$ cat config.mk
export PLATFORM = sky130hd
export DESIGN_NAME = led_pattern_ctrl_flat
export DESIGN_NICKNAME = d
export VERILOG_FILES = /design/src/rtl/led_pattern_ctrl_if.sv /design/src/rtl/led_pattern_ctrl.sv /design/src/flat_wrapper.sv
export SDC_FILE = /design/constraint.sdc
export NUM_CORES = 1
export LEC_CHECK = 0
export BUFFER_PORTS_ARGS = -buffer_cell sky130_fd_sc_hd__buf_2
export CAP_MARGIN = 20
export CORE_MARGIN = 4
export CORE_UTILIZATION = 40
export DETAILED_ROUTE_END_ITERATION = 8
export GPL_ROUTABILITY_DRIVEN = 0
export PLACE_DENSITY = 0.54
export REMOVE_ABC_BUFFERS = 1
export SETUP_SLACK_MARGIN = 0.5
export SKIP_CTS_REPAIR_TIMING = 1
export SKIP_LAST_GASP = 1
export SYNTH_ARGS = -nofsm -noshare
export SYNTH_HDL_FRONTEND = slang
export SYNTH_SLANG_ARGS = --single-unit
$ cat constraint.sdc
create_clock -name clk50m -period 3.16 [get_ports clk50m]
set_clock_uncertainty 0.2 [all_clocks]
set_input_delay 0.158 -clock clk50m [delete_from_list [all_inputs] [get_ports clk50m]]
set_output_delay 0.158 -clock clk50m [all_outputs]
set_load 0.03 [all_outputs]
$ cat src/rtl/led_pattern_ctrl_if.sv
// Control and LED signal bundle for led_pattern_ctrl.
// master: key-pulse / pause source. slave: the pattern controller.
interface led_pattern_ctrl_if;
   logic       mode_next;
   logic       speed_up;
   logic       pause;
   logic [3:0] light;
   logic [1:0] mode;
   logic [1:0] speed;
   logic       tick;

   modport master (
      output mode_next, speed_up, pause,
      input  light, mode, speed, tick
   );

   modport slave (
      input  mode_next, speed_up, pause,
      output light, mode, speed, tick
   );
endinterface

$ cat src/rtl/led_pattern_ctrl.sv
// 4-LED pattern sequencer: tick prescaler with selectable speed, pattern state
// machine (rotate right/left, blink, bounce) and active-low LED register.
module led_pattern_ctrl #(
   parameter logic [24:0] TICK_MAX = 25'd24999999
) (
   input  logic              clk50m,
   input  logic              rst,
   led_pattern_ctrl_if.slave ctrl
);

   typedef enum logic [1:0] {
      ModeRotR   = 2'd0,
      ModeRotL   = 2'd1,
      ModeBlink  = 2'd2,
      ModeBounce = 2'd3
   } mode_e;

   mode_e       mode_q;
   logic [1:0]  speed_q;
   logic [24:0] cnt_q;
   logic [3:0]  light_q;
   logic        tick_q;
   logic        dir_up_q;   // bounce: 1 = lit bit moving toward bit 3

   mode_e       mode_inc;
   logic [24:0] limit;
   logic        ctrl_evt;
   logic        step;
   logic [3:0]  seed;
   logic        bounce_at_end;
   logic        bounce_up;
   logic [3:0]  step_light;

   assign limit    = TICK_MAX >> speed_q;
   assign ctrl_evt = ctrl.mode_next | ctrl.speed_up;
   // Control pulses and pause both suppress the step for that cycle.
   assign step     = (cnt_q >= limit) & ~ctrl.pause & ~ctrl_evt;

   // Next mode, its seed, and the pattern one step ahead of the current one.
   always_comb begin
      mode_inc      = mode_e'(mode_q + 2'd1);
      seed          = (mode_inc == ModeBlink) ? 4'b1111 : 4'b0111;
      bounce_at_end = dir_up_q ? ~light_q[3] : ~light_q[0];
      bounce_up     = dir_up_q ^ bounce_at_end;
      step_light    = light_q;
      unique case (mode_q)
         ModeRotR:   step_light = {light_q[0], light_q[3:1]};
         ModeRotL:   step_light = {light_q[2:0], light_q[3]};
         ModeBlink:  step_light = ~light_q;
         ModeBounce: step_light = bounce_up ? {light_q[2:0], 1'b1} : {1'b1, light_q[3:1]};
         default:    step_light = light_q;
      endcase
   end

   // Prescaler, mode/speed selection and pattern register.
   always_ff @(posedge clk50m) begin
      if (rst) begin
         mode_q   <= ModeRotR;
         speed_q  <= 2'd0;
         cnt_q    <= '0;
         light_q  <= 4'b0111;
         tick_q   <= 1'b0;
         dir_up_q <= 1'b0;
      end else begin
         tick_q <= step;
         if (ctrl_evt) begin
            cnt_q <= '0;
            if (ctrl.speed_up) begin
               speed_q <= speed_q + 2'd1;
            end
            if (ctrl.mode_next) begin
               mode_q   <= mode_inc;
               light_q  <= seed;
               dir_up_q <= 1'b0;
            end
         end else if (step) begin
            cnt_q   <= '0;
            light_q <= step_light;
            if (mode_q == ModeBounce) begin
               dir_up_q <= bounce_up;
            end
         end else if (!ctrl.pause) begin
            cnt_q <= cnt_q + 25'd1;
         end
      end
   end

   assign ctrl.light = light_q;
   assign ctrl.mode  = mode_q;
   assign ctrl.speed = speed_q;
   assign ctrl.tick  = tick_q;

endmodule

$ cat src/flat_wrapper.sv
// flat-port wrapper written by rule: the top's interface ports become plain ports
module led_pattern_ctrl_flat 
#(
   parameter logic [24:0] TICK_MAX = 25'd24999999
)
  (clk50m, rst, ctrl_mode_next, ctrl_speed_up, ctrl_pause, ctrl_light, ctrl_mode, ctrl_speed, ctrl_tick);
  led_pattern_ctrl_if ctrl_i ();
  input  logic clk50m;
  input  logic rst;
  input wire logic [$bits(ctrl_i.mode_next)-1:0] ctrl_mode_next;
  input wire logic [$bits(ctrl_i.speed_up)-1:0] ctrl_speed_up;
  input wire logic [$bits(ctrl_i.pause)-1:0] ctrl_pause;
  output wire logic [$bits(ctrl_i.light)-1:0] ctrl_light;
  output wire logic [$bits(ctrl_i.mode)-1:0] ctrl_mode;
  output wire logic [$bits(ctrl_i.speed)-1:0] ctrl_speed;
  output wire logic [$bits(ctrl_i.tick)-1:0] ctrl_tick;
  assign ctrl_i.mode_next = ctrl_mode_next;
  assign ctrl_i.speed_up = ctrl_speed_up;
  assign ctrl_i.pause = ctrl_pause;
  assign ctrl_light = ctrl_i.light;
  assign ctrl_mode = ctrl_i.mode;
  assign ctrl_speed = ctrl_i.speed;
  assign ctrl_tick = ctrl_i.tick;
  led_pattern_ctrl #(.TICK_MAX(TICK_MAX)) u_core (.clk50m(clk50m), .rst(rst), .ctrl(ctrl_i));
endmodule
==> run_summary.xml <==
<?xml version="1.0" encoding="UTF-8"?>
<metrics>
  <group name="sta">
    <metric name="max_slew.worst_pin.slew" unit="ns">1.58</metric>
    <metric name="setup_viol" unit="">0</metric>
    <metric name="slew_viol_final" unit="">8</metric>
    <metric name="timing.slew.headroom" unit="%">-6.26</metric>
    <metric name="time_the_worst_path_needs_with_i_o_delays_and_setup" unit="ns">2.74</metric>
    <metric name="timing.final.crit_share" unit="%">86.7</metric>
    <metric name="hold_viol" unit="">0</metric>
    <metric name="max_clock_freq" unit="MHz">365</metric>
    <metric name="finalSetupTns" unit="ns">0</metric>
    <metric name="rsz0062_at_grt" unit="">true</metric>
    <metric name="final.setup.worst_slack" unit="ns">0.420</metric>
  </group>
  <group name="layout">
    <metric name="final_cell_area" unit="mm^2">0.00268</metric>
    <metric name="n_antenna_cell" unit="">0</metric>
    <metric name="final_nets" unit="">306</metric>
    <metric name="layout_area_growth_over_synthesis" unit="%">21.0</metric>
    <metric name="finish.cell_count_without_fillers" unit="">345</metric>
    <metric name="drive_above_1_share" unit="%">24.7</metric>
    <metric name="filler_cell_count" unit="">505</metric>
  </group>
  <group name="clock_network">
    <metric name="root_buffer_selected_by_cts" unit="">clkbuf_8</metric>
    <metric name="clock_sinks" unit="">35</metric>
    <metric name="clock_insertion_delay_worst_skew" unit="ns">0.29</metric>
    <metric name="cts_tree" unit="">done</metric>
    <metric name="clock_edge_transition_at_the_registers_on_the_reported_setup_and_hold_paths" unit="ns">0.06</metric>
    <metric name="cts-root-to-sink-buffers" unit="">2</metric>
    <metric name="maximum_level_of_the_cts_h_tree" unit="">2</metric>
    <metric name="cts_buffers" unit="">5</metric>
  </group>
  <group name="die">
    <metric name="placement_rows" unit="">26</metric>
    <metric name="starting_utilization_of_the_core_area" unit="%">42.4</metric>
    <metric name="floorplan.die_area" unit="mm^2">0.00680</metric>
    <metric name="die_w" unit="um">82.5</metric>
    <metric name="fp.coreArea" unit="mm^2">0.00524</metric>
    <metric name="design.portCount" unit="">14</metric>
    <metric name="die_y" unit="um">82.5</metric>
  </group>
  <group name="route">
    <metric name="drt_first_iter_violations" unit="">55</metric>
    <metric name="post-route-drc-count" unit="">0</metric>
    <metric name="drt_wl_total" unit="um">4900</metric>
    <metric name="detail_routed_net_length_per_standard_cell" unit="um">14.2</metric>
    <metric name="drt-vias-per-instance" unit="">5.06</metric>
    <metric name="ant_nets" unit="">0</metric>
    <metric name="via_total_after_detailed_routing" unit="">1744</metric>
    <metric name="detailedRoute.firstPassIterationCount" unit="">4</metric>
  </group>
  <group name="critical_path">
    <metric name="timing.critical_path.cells" unit="">inv_6, ha_4, ha_4, nand4_1, or3_4, a211oi_4, a211oi_4, buf_12, o21bai_4, mux2_4</metric>
    <metric name="cp_data_required_time" unit="ns">3.13</metric>
    <metric name="path_class" unit="">reg -&gt; reg</metric>
    <metric name="critPathMaxStageDelay" unit="ns">0.43</metric>
    <metric name="critical_path_s_slowest_cell" unit="">dfxtp_4</metric>
    <metric name="crit_path_end_kind" unit="">flip-flop</metric>
    <metric name="path_max_fanout" unit="">7</metric>
    <metric name="arr_time_crit_path" unit="ns">2.71</metric>
    <metric name="timing.critical_path.from_type" unit="">flip-flop</metric>
  </group>
  <group name="yosys">
    <metric name="synth_cell_type_count" unit="">49</metric>
    <metric name="synth-main-ff-cell" unit="">dfxtp_1</metric>
    <metric name="post_synth.cell_area_avg" unit="um^2">8.84</metric>
    <metric name="post_synth_inst_count" unit="">251</metric>
    <metric name="synthDominantCellAreaShare" unit="%">31.6</metric>
    <metric name="synthDominantAreaCellType" unit="">dfxtp_1</metric>
    <metric name="synth_edf_count" unit="">0</metric>
    <metric name="synth.area.top_cells" unit="">dfxtp_1 32%, ha_1 15%, nor2_1 8.0%</metric>
    <metric name="yosysSeqAreaShare" unit="%">31.6</metric>
    <metric name="yosys_warnings" unit="">0</metric>
    <metric name="ys_async_sr_fraction" unit="%">0</metric>
    <metric name="netlist_area" unit="mm^2">0.00222</metric>
    <metric name="ys_seq_elements" unit="">35</metric>
  </group>
  <group name="grt">
    <metric name="grt_usage" unit="%">14.7</metric>
    <metric name="grt_pass1_vias" unit="">1612</metric>
    <metric name="grt_pass1_wl" unit="um">7680</metric>
    <metric name="number_of_antenna_violations_at_the_first_check_in_global_routing" unit="">0</metric>
    <metric name="globalRoute.totalOverflow" unit="">0</metric>
    <metric name="pin_count_of_the_biggest_net_entering_global_routing" unit="">26</metric>
  </group>
  <group name="placement">
    <metric name="place.detailed.hpwl" unit="um">3440</metric>
    <metric name="placement.setup.worst_slack" unit="ns">0.237</metric>
    <metric name="dp_cells" unit="">330</metric>
    <metric name="place_area" unit="mm^2">0.00235</metric>
    <metric name="placement.io_buffers" unit="">13</metric>
  </group>
  <group name="power_and_ir_drop">
    <metric name="pwr_density_cell" unit="mW/mm^2">351</metric>
    <metric name="vdd_ir_drop_max" unit="mV">0.200</metric>
    <metric name="total_power" unit="mW">0.941</metric>
    <metric name="total_leakage_power" unit="nW">1.05</metric>
  </group>
  <group name="status">
    <metric name="run_status" unit="">finished, violations left</metric>
    <metric name="failed_checks" unit="">capacitance limit, slew limit</metric>
  </group>
  <group name="min_path">
    <metric name="holdCritPathClass" unit="">in -&gt; reg</metric>
  </group>
  <group name="job">
    <metric name="drv.max_cap_violation_count" unit="">1</metric>
  </group>
</metrics>
## area by class of cell
class                           instances  area [um^2]  share of cell area, %
Timing Repair Buffer                   21          138                   5.13
Inverter                               13         58.8                   2.19
Clock inverter                          1         5.00                  0.186
Sequential cell                        35          708                   26.4
Tap cell                               70         87.6                   3.26
Multi-Input combinational cell        199         1600                   59.8
Clock buffer                            6         82.6                   3.08
## final timing paths
check,cells past startpoint,slack [ns],end,start
setup / recovery,10,0.42,u_core.ctrl.light[3],u_core.ctrl.speed[0]
hold / removal,2,0.000009,u_core.ctrl.speed[1],rst
setup reg to reg,10,0.42,u_core.ctrl.light[3],u_core.ctrl.speed[0]
hold reg to reg,2,0.28,u_core.dir_up_q,u_core.dir_up_q
## kinds of logic (layout without fill, tap and decap cells)
logic type	Yosys count	after routing	synth area share (%)
adders and majority gates	26	26	14.7
muxes	9	9	4.29
and+or+nand+nor	105	107	23.4
buffers and inverters	19	41	3.95
AOI/OAI and AO/OA	29	29	11.1
xor gates and xnor gates	28	28	11.1
DFF	35	35	31.6
## metal layers
metal / track usage (%) / wire, um / vias to the layer above
met4: 3.49 / 18 / 0
met1: 20.7 / 2460 / 814
li1: - / - / 905
met3: 3.47 / 190 / 4
met5: 0 / 0 / -
met2: 22.4 / 2230 / 21
## per-stage QoR
step | util, % | hold WS, ns
3_3_place_gp | 44.8 | 0.268
3_5_place_dp | 44.8 | 0.267
5_1_grt | 51.2 | 0.00998
6_report | 51.2 | 0.00000899
2_1_floorplan | - | 0.0304
4_1_cts | 46.5 | 0.000416
## Yosys cell counts (2+ instances only)
cell and n:
nand3_1 4, mux2i_1 8, and3_2 2, or3_1 2, o221a_2 2, nor2b_1 4, buf_6 2, o211ai_1 2
and3_1 3, inv_1 13, nand4_1 7, and2_2 2, xor2_1 17, ha_1 26, nor2_1 47, nand2_1 17
clkbuf_1 3, nand2b_1 2, dfxtp_1 35, o21a_1 2, a22oi_1 2, xnor2_1 11, a21o_1 3, a21oi_1 7
nor3_1 4
## flip-flops by register name, summed over array words and instances (netlist names)
register,flops
u_core.ctrl.speed,2
u_core.dir_up_q,1
u_core.ctrl.mode,2
u_core.ctrl.tick,1
u_core.ctrl.light,4
u_core.cnt_q,25
## cells in the final DEF (no fill, tap or decap), types with 7 or more instances in the layout
cell type,n
dfxtp_1,33
buf_2,13
nand2_1,17
inv_1,10
xor2_1,17
nor2_1,41
xnor2_1,11
buf_4,7
mux2i_1,8
a21oi_1,7
ha_1,18
nand4_1,7
ha_4,8
## power breakdown
group	switching, mW	internal (mW)
registers	0.0155	0.449
logic	0.0897	0.0641
clock network	0.152	0.171
## critical path: cells and delay by family, from the launching register on
kind,cells,cell delay [ns]
and+or+nand+nor,2,0.56
AOI/OAI and AO/OA,3,0.49
adders and majority gates,2,0.43
DFF,1,0.43
muxes,1,0.31
buffers and inverters,2,0.22
No activity file was read; power rests on OpenSTA's default activity.
